`config.mk`:
```
export PLATFORM = sky130hd
export DESIGN_NAME = teclado_fsm1
export DESIGN_NICKNAME = d
export VERILOG_FILES = /design/src/rtl/teclado_fsm1.sv
export SDC_FILE = /design/constraint.sdc
export NUM_CORES = 1
export LEC_CHECK = 0
export CAP_MARGIN = 10
export CORE_ASPECT_RATIO = 0.9
export CORE_MARGIN = 2
export CORE_UTILIZATION = 55
export DETAILED_ROUTE_END_ITERATION = 8
export DONT_BUFFER_PORTS = 1
export MAX_ROUTING_LAYER = met4
export PLACE_DENSITY = 0.7
export SYNTH_ARGS = -nofsm -noshare
export SYNTH_HDL_FRONTEND = slang
export SYNTH_SLANG_ARGS = --single-unit
```
`constraint.sdc`:
```
create_clock -name CLK -period 2.85 [get_ports CLK]
set_input_delay 0.1425 -clock CLK [delete_from_list [all_inputs] [get_ports CLK]]
set_output_delay 0.1425 -clock CLK [all_outputs]
set_load 0.1 [all_outputs]
```
`src/rtl/teclado_fsm1.sv`:
```
// ---------------------------------------------------------------------------
// teclado_fsm1 : 4x4 matrix keypad scanner and debouncer
//
// Drives one keypad column low at a time, samples the (active-low) rows on a
// slow scan tick, and debounces presses. Each accepted key is delivered once
// as a 4-bit code on tvalida, with strobes tecla (any key) and esnumero
// (digit 0-9). Delivery is gated by enable_FSM1 from the downstream
// temperature-entry stage.
//
// Parameters
//   SCAN_DIV    clocks per scan tick (column dwell), >= 4
//   DEB_MAX     consecutive identical tick samples to accept press/release
//
// Ports
//   CLK          system clock, rising edge
//   Reset        asynchronous, active-high
//   fila[3:0]    keypad rows, active-low, asynchronous to CLK
//   enable_FSM1  1 = a debounced key may be delivered
//   columna[3:0] column drive, active-low, exactly one bit low
//   tvalida[3:0] code of the last delivered key
//   esnumero     one-cycle strobe, delivered key is a digit
//   tecla        one-cycle strobe, any key delivered
// ---------------------------------------------------------------------------
module teclado_fsm1 #(
  parameter int SCAN_DIV = 50000,
  parameter int DEB_MAX  = 8
) (
  input  logic       CLK,
  input  logic       Reset,
  input  logic [3:0] fila,
  input  logic       enable_FSM1,
  output logic [3:0] columna,
  output logic [3:0] tvalida,
  output logic       esnumero,
  output logic       tecla
);

  localparam int TICK_W = (SCAN_DIV > 1) ? $clog2(SCAN_DIV) : 1;
  localparam int DEB_W  = $clog2(DEB_MAX + 1);

  localparam logic [TICK_W-1:0] TICK_LAST = TICK_W'(SCAN_DIV - 1);
  localparam logic [DEB_W-1:0]  DEB_TOP   = DEB_W'(DEB_MAX);

  typedef enum logic [1:0] {
    ST_SCAN     = 2'd0,
    ST_DEBOUNCE = 2'd1,
    ST_EMIT     = 2'd2,
    ST_RELEASE  = 2'd3
  } state_t;

  // Lowest-index row that is pulled low; only called when some row is low.
  function automatic logic [1:0] low_row(input logic [3:0] rows);
    logic [1:0] r;
    if (!rows[0])      r = 2'd0;
    else if (!rows[1]) r = 2'd1;
    else if (!rows[2]) r = 2'd2;
    else               r = 2'd3;
    return r;
  endfunction

  // Physical key position to delivered code.
  //   row0: 1 2 3 A   row1: 4 5 6 B   row2: 7 8 9 C   row3: * 0 # D
  function automatic logic [3:0] key_code(input logic [1:0] row,
                                          input logic [1:0] col);
    logic [3:0] code;
    case ({row, col})
      4'h0: code = 4'd1;
      4'h1: code = 4'd2;
      4'h2: code = 4'd3;
      4'h3: code = 4'd10;
      4'h4: code = 4'd4;
      4'h5: code = 4'd5;
      4'h6: code = 4'd6;
      4'h7: code = 4'd11;
      4'h8: code = 4'd7;
      4'h9: code = 4'd8;
      4'hA: code = 4'd9;
      4'hB: code = 4'd12;
      4'hC: code = 4'd14;
      4'hD: code = 4'd0;
      4'hE: code = 4'd15;
      default: code = 4'd13;
    endcase
    return code;
  endfunction

  // Registered state
  state_t            state_q,    state_d;
  logic [3:0]        fila_meta_q, fila_meta_d;
  logic [3:0]        fila_s_q,   fila_s_d;
  logic [TICK_W-1:0] tick_cnt_q, tick_cnt_d;
  logic [DEB_W-1:0]  deb_cnt_q,  deb_cnt_d;
  logic [1:0]        col_idx_q,  col_idx_d;
  logic [1:0]        row_q,      row_d;
  logic [3:0]        columna_q,  columna_d;
  logic [3:0]        tvalida_q,  tvalida_d;
  logic              esnumero_q, esnumero_d;
  logic              tecla_q,    tecla_d;

  logic              tick;
  logic              row_low;
  logic [3:0]        code;

  assign tick    = (tick_cnt_q == TICK_LAST);
  // Level of the latched row; meaningful in DEBOUNCE/RELEASE only.
  assign row_low = ~fila_s_q[row_q];
  assign code    = key_code(row_q, col_idx_q);

  always_comb begin
    state_d     = state_q;
    fila_meta_d = fila;
    fila_s_d    = fila_meta_q;
    deb_cnt_d   = deb_cnt_q;
    col_idx_d   = col_idx_q;
    row_d       = row_q;
    tvalida_d   = tvalida_q;
    esnumero_d  = 1'b0;
    tecla_d     = 1'b0;

    // Free-running scan divider, independent of the FSM.
    tick_cnt_d = tick ? '0 : tick_cnt_q + 1'b1;

    case (state_q)
      ST_SCAN: begin
        if (tick) begin
          if (fila_s_q == 4'hF) begin
            col_idx_d = col_idx_q + 2'd1;
          end else begin
            // Column stays put; the current column is the latched one.
            row_d     = low_row(fila_s_q);
            deb_cnt_d = '0;
            state_d   = ST_DEBOUNCE;
          end
        end
      end

      ST_DEBOUNCE: begin
        if (tick) begin
          if (row_low) begin
            deb_cnt_d = deb_cnt_q + 1'b1;
            if (deb_cnt_q + 1'b1 == DEB_TOP) begin
              state_d = ST_EMIT;
            end
          end else begin
            // Bounce: give up on this key and move on to the next column.
            col_idx_d = col_idx_q + 2'd1;
            state_d   = ST_SCAN;
          end
        end
      end

      ST_EMIT: begin
        if (enable_FSM1) begin
          tvalida_d  = code;
          tecla_d    = 1'b1;
          esnumero_d = (code <= 4'd9);
        end
        deb_cnt_d = '0;
        state_d   = ST_RELEASE;
      end

      default: begin // ST_RELEASE
        if (tick) begin
          if (!row_low) begin
            deb_cnt_d = deb_cnt_q + 1'b1;
            if (deb_cnt_q + 1'b1 == DEB_TOP) begin
              deb_cnt_d = '0;
              col_idx_d = col_idx_q + 2'd1;
              state_d   = ST_SCAN;
            end
          end else begin
            deb_cnt_d = '0;
          end
        end
      end
    endcase

    // Column drive registered from the next index so it moves on the
    // edge following a tick and never glitches.
    columna_d = ~(4'b0001 << col_idx_d);
  end

  always_ff @(posedge CLK or posedge Reset) begin
    if (Reset) begin
      state_q     <= ST_SCAN;
      fila_meta_q <= 4'hF;
      fila_s_q    <= 4'hF;
      tick_cnt_q  <= '0;
      deb_cnt_q   <= '0;
      col_idx_q   <= 2'd0;
      row_q       <= 2'd0;
      columna_q   <= 4'b1110;
      tvalida_q   <= 4'h0;
      esnumero_q  <= 1'b0;
      tecla_q     <= 1'b0;
    end else begin
      state_q     <= state_d;
      fila_meta_q <= fila_meta_d;
      fila_s_q    <= fila_s_d;
      tick_cnt_q  <= tick_cnt_d;
      deb_cnt_q   <= deb_cnt_d;
      col_idx_q   <= col_idx_d;
      row_q       <= row_d;
      columna_q   <= columna_d;
      tvalida_q   <= tvalida_d;
      esnumero_q  <= esnumero_d;
      tecla_q     <= tecla_d;
    end
  end

  assign columna  = columna_q;
  assign tvalida  = tvalida_q;
  assign esnumero = esnumero_q;
  assign tecla    = tecla_q;

endmodule
```
# [Word level (Yosys, flattened, before mapping)]
# Memories as Yosys holds them, arrays and structs flattened.
# Cells that the tools add are included.
[totals] reg_bits=44 mem_bits_ro=64 inputBits=7 n_memories=1
[classes] n_addsub=3 magnitude_cmp=2 eq_ne=10 shift=1 n_mux=35 n_bitwise=2 reduce_logical=8
[memory_table] memory="(name not given)" depth=16 width=4 read_ports=1 rd_clocked_by_memory_dff=0 wr=0 line_no="66" text="case ({row, col})"
[ops] op="$mux W2" n=17
[ops] op="$mux W4" n=7
[ops] op="$add A16 B1 Y16 const B" n=1
[ops] op="$eq A16 B16 Y1 const B" n=1
[ops] op="$mux W16" n=1
[ops] op="$pmux W2 S3" n=2
[ops] op="$pmux W4 S3" n=1
[ops] op="$eq A4 B4 Y1 const B" n=2
[ops] op="$ne A2 B2 Y1 const B" n=4
[ops] op="$reduce_bool A4 Y1" n=2
[ops] op="$reduce_and A7 Y1" n=1
[ops] op="$mux W1" n=6
[ops] op="$reduce_and A5 Y1" n=1
[ops] op="$add A4 B1 Y4 const B" n=1
[ops] op="$le A4 B4 Y1 const B" n=1
[ops] op="$not A4 Y4" n=1
[ops] op="$shl A1 B2 Y4 const A" n=1
[ops] op="$lt A2 B3 Y1 const B" n=1
[ops] op="$ne A3 B3 Y1 const B" n=1
[ops] op="$reduce_and A3 Y1" n=1
[ops] op="$add A2 B1 Y2 const B" n=1
[ops] op="$bmux W1 S2" n=1
[ops] op="$eq A2 B1 Y1 const B" n=1
[ops] op="$eq A2 B2 Y1 const B" n=1
[ops] op="4 further kinds" n=4

# [Logic depth before layout (Yosys ltp)]
[depth] depth_word=8 mapped_depth=9 depth_no_buf=7

# [Worst setup path before layout]
# No wires, ideal clock.
[synth_timing] kind="register -> register" startpoint="reg tick_cnt_q[7]" endpoint="reg deb_cnt_q[0]" arrival_time_ps=1841 required_ps=2725 slack_ps=883 stages_incl_launch_ff=8 synth_period_minus_slack_ps=1967 path_cell_list="dfrtp_1 -> or3_1 -> nor3_2 -> and2_1 -> buf_6 -> nand2_2 -> a22o_4 -> mux2_4"
[synth_between] elab_chain_cells=3
[synth_lines] element="from (decl)" line_no="91" text="logic [TICK_W-1:0] tick_cnt_q, tick_cnt_d;"
[synth_lines] element="from (signal assigned)" line_no="200" text="tick_cnt_q <= tick_cnt_d;"
[synth_lines] element="$eq A16 B16 Y1 (*)" line_no="104" text="assign tick = (tick_cnt_q == TICK_LAST);"
[synth_lines] element="$ne A2 B2 Y1 (no source line) or $reduce_bool A2 Y1 (tied branches)"
[synth_lines] element="$reduce_and A5 Y1 (no source line) (*)"
[synth_lines] element="to (signal assigned)" line_no="201" text="deb_cnt_q <= deb_cnt_d;"
[synth_lines] element="to (decl)" line_no="92" text="logic [DEB_W-1:0] deb_cnt_q, deb_cnt_d;"
# Mark *: on every way between the ends. The rest lies on a longest branch, timed or not.
# A chain may end at the register's enable or synchronous reset.

# [Worst setup path after layout]
[layout_timing] startpoint="reg tick_cnt_q[0]" endpoint="reg deb_cnt_q[3]"
# The elaborated chain is that of the path after synthesis.

==> results list <==
- Die Span Y: 63.3 um
* Residual DRC: 0
- Post-synthesis async set-or-reset flop share: 100%
- Detailed routing inserted a total of 1448 vias.
- The H-tree was split into 2 levels.
* ANT cells: 0
- In this run the cell area of the synthesized design comes to 2150 um2.
- Setup slack on the worst reg-to-reg path comes out at 0.61 ns.
- The floorplan step set the die width to 69.8 um.
- Clock network latency to the later pin of the worst-skew pair: 0.30 ns
- Count of cell types in the netlist: 46
- Number of top-level design ports: 17
- Setup violations remaining at the end of the flow were counted as 0.
- In the synthesized netlist, the number of instances is 201.
* Overall die area: 4420 um2
- In this run the standard cell core region covers 3730 um2.
* Max-Cap Viols: 0
* Main synth FF type: dfrtp_1
- The post-route netlist has 15.2% of its cells at a drive strength greater than 1.
* Clock root buffer: clkbuf_8
* Number of flops mapped to enable cells by yosys: 0
- Combinational Power Share: 2.2%
- Clock-pin slew on the worst setup and hold paths: 0.08 ns
- Post-CTS repair changed the size of 0 cells.
- IR analysis of the VDD net gives a maximum drop of 0.276 mV.
- Sequential-to-total area share from yosys stat: 52.0%
- STA puts the critical path data arrival time at 2.48 ns.
- Share of power burned in registers: 56.0%
- Share of the clock period used by the worst path: 78.7%
* Critical R2R Launch: tick_cnt_q[0]
- RePlAce Congestion: 0.845
- The detail route stage leaves a number of antenna-violating nets equal to 0.
- Clock tree synthesis found a total of 44 sinks.
- Number of storage elements in the synthesis netlist: 44
- Min Tclk post-route: 2.24 ns
* Cell taking the most area after synthesis: dfrtp_1
- Relative max-transition margin: 40.2%
* Maximum number of buffers from clock root to sink: 2
- Layout-stage area growth over the synthesis result: 9.91%
- In this run switching power makes up 20.4% of total power.
* Starting Density: 57.5%
- Internal power contribution: 907 uW
- Fin. max-slew vios: 0
- By startpoint and endpoint, the worst setup path is classified as reg2reg.
- The flow ran to the end, and the final reports show no timing, DRC or antenna violations.
* Pin count of the biggest net entering global routing: 29
- Summed over its instances, the top area cell type makes up 38.5% of the synthesized netlist area.
* Worst-case clock skew: 0.00674 ns
- In this run the power spent charging and discharging nets is 232 uW.
- Global routing finished with a remaining overflow of 0.
* Total Routed Length: 3520 um
- The filler cells instantiated in the layout total 301.
* Number of port buffers: 0
- Vias in the first global route: 1431
* Detailed placement HPWL: 2620 um
- Portion of total power attributed to the clock network: 41.8%
* Endpoint class of the critical path: flop
- Synthesis produced a netlist with a net count of 216.
- Final instance area: 2360 um2
* Avg Vias per Cell: 5.63
- The first routing iteration left 63 violations.
* Post-detailed-placement cell area: 2190 um2
* Main area contributors after synthesis: dfrtp_1 (38%), dfstp_2 (13%), ha_1 (4.7%), nand2_1 (3.5%), nor2_1 (3.3%)
* Launch point of the worst path: tick_cnt_q[0]
* Power per cell area: 483 nW/um2
* Average detailed-routed wire length per instance: 13.7 um
- Startpoint of the tightest hold check path: enable_FSM1
* First-pass GRT wire length: 6310 um
- Setup TNS: 0 ns
* Pre-antenna DRT Iters: 4
- Synthesized area per cell: 10.7 um2
- Gr usage total: 19.0%
* Reported leakage power: 0.00104 uW
- STA classifies the critical path startpoint as a flop.
- Data required, critical path: 3.08 ns
- TritonCTS built the clock tree.
- Max Clock Freq: 446 MHz
- Type of the worst min-delay path: in2reg
* Setup Buffers After CTS: 0
- The finished layout holds 257 standard cells, fillers aside.
- Including well taps, the total number of placed cells is 244.
* Actual slew at the worst max-slew pin: 0.896 ns
* Number of failing hold endpoints at the final stage: 0
- Setup repair after global routing left no endpoint under its margin.
- After floorplanning, the core was divided into 21 placement rows.
- Along the worst path, the maximum fanout reaches 8.
* Syn. warnings: 0
* NumNets Final: 225
- The number of antenna violations at the first check in global routing is 0.
- Number of buffers created by CTS: 5
* Overall power consumption: 1140 uW
-- flip-flops by register name (all words and copies together), names as in the netlist --
name,flops
esnumero,1
deb_cnt_q,4
col_idx_q,2
fila_meta_q,4
tvalida,4
state_q,2
columna,4
fila_s_q,4
tecla,1
row_q,2
tick_cnt_q,16
-- worst max-delay path, cell delays in order (launching register included) --
cell and delay (ns):
dfrtp_1 0.40, ha_1 0.20, nand3_1 0.21, nor3_2 0.27, and2_1 0.34, nand2_1 0.16, a211oi_1 0.41, a22o_1 0.21
-- Yosys cell counts (all sizes together), types with 2 or more instances --
library cell / n
clkbuf: 3
dfstp: 11
mux2: 2
nand3b: 2
o21ai: 12
xnor2: 8
a21oi: 6
buf: 3
dfrtp: 33
and3: 3
nand2b: 4
inv: 9
nor3: 5
nor2: 19
xor2: 8
nand4: 2
nand3: 12
ha: 8
a22o: 3
mux2i: 7
nand2: 21
a211oi: 2
or2: 2
mux4: 2
-- cells in the final DEF (no fill, tap or decap), types with 2 or more instances in the layout --
master,Yosys,layout
a211oi_1,2,2
a21oi_1,6,6
a22o_1,2,2
and3_1,3,3
buf_4,0,3
clkbuf_8,0,5
dfrtp_1,33,33
dfstp_2,11,11
dlygate4sd3_1,0,5
ha_1,8,8
inv_1,9,9
mux2i_1,7,7
mux4_2,2,2
nand2_1,20,20
nand2b_1,4,4
nand3_1,12,12
nand3b_1,2,2
nand4_1,2,2
nor2_1,19,19
nor3_1,4,4
o21ai_0,9,9
o21ai_1,2,2
xnor2_1,8,8
xor2_1,8,8
-- through the flow --
step           worst slack, ns  hold slack (ns)  utilization [%]
2_1_floorplan            0.883            0.147                -
3_3_place_gp             0.752            0.115             58.8
3_5_place_dp             0.650            0.132             58.8
4_1_cts                  0.621            0.198             63.2
5_1_grt                  0.381            0.237             63.2
6_report                 0.607            0.209             63.2
-- layer usage --
| layer | vias to the layer above | part of all wire, % | track usage [%] |
|---|---|---|---|
| met1 | 707 | 47 | 22.5 |
| met2 | 24 | 48 | 30.4 |
| met4 | 0 | 1.9 | 9.62 |
| li1 | 712 | - | - |
| met3 | 5 | 3.3 | 4.80 |
| met5 | - | 0 | - |
-- path summary, 6_finish.rpt --
path,end,cells after the start
hold reg to reg,fila_s_q[2],0
max in group asynchronous,fila_meta_q[1],3
setup reg to reg,deb_cnt_q[3],7
hold / removal,tecla,2
setup / recovery,deb_cnt_q[3],7
min in group asynchronous,row_q[0],2
-- power groups by stage --
stage	logic, uW	registers (uW)	clock network, uW
global route	29.3	639	523
finish	24.8	638	476
floorplan	15.0	649	0
CTS	25.9	638	492
detailed placement	20.3	650	0
global placement	19.7	650	0
-- layout make-up --
cell class,count,area [um2],area share [%]
timing repair buffer,8,72.6,3.08
sequential,44,1110,47.3
clock buffer,5,68.8,2.92
tap,46,57.6,2.44
multi-input combinational,142,965,40.9
inverter,9,33.8,1.43
clock inverter,3,46.3,1.96
-- repair_timing --
| action | in CTS | in global routing |
|---|---|---|
| endpoints found under the hold margin | 17 | 0 |
| setup endpoints to repair | 0 | 0 |
| hold buffers | 5 | 0 |
-- cell families after synthesis --
family / Yosys count / synth area share (%)
DFF: 44 / 52.0
and+or+nand+nor: 75 / 16.9
buffers and inverters: 15 / 3.09
adders and majority gates: 8 / 4.66
AOI/OAI and AO/OA: 32 / 10.3
muxes: 11 / 6.59
xor gates and xnor gates: 16 / 6.53
No activity file was read; power rests on OpenSTA's default activity.
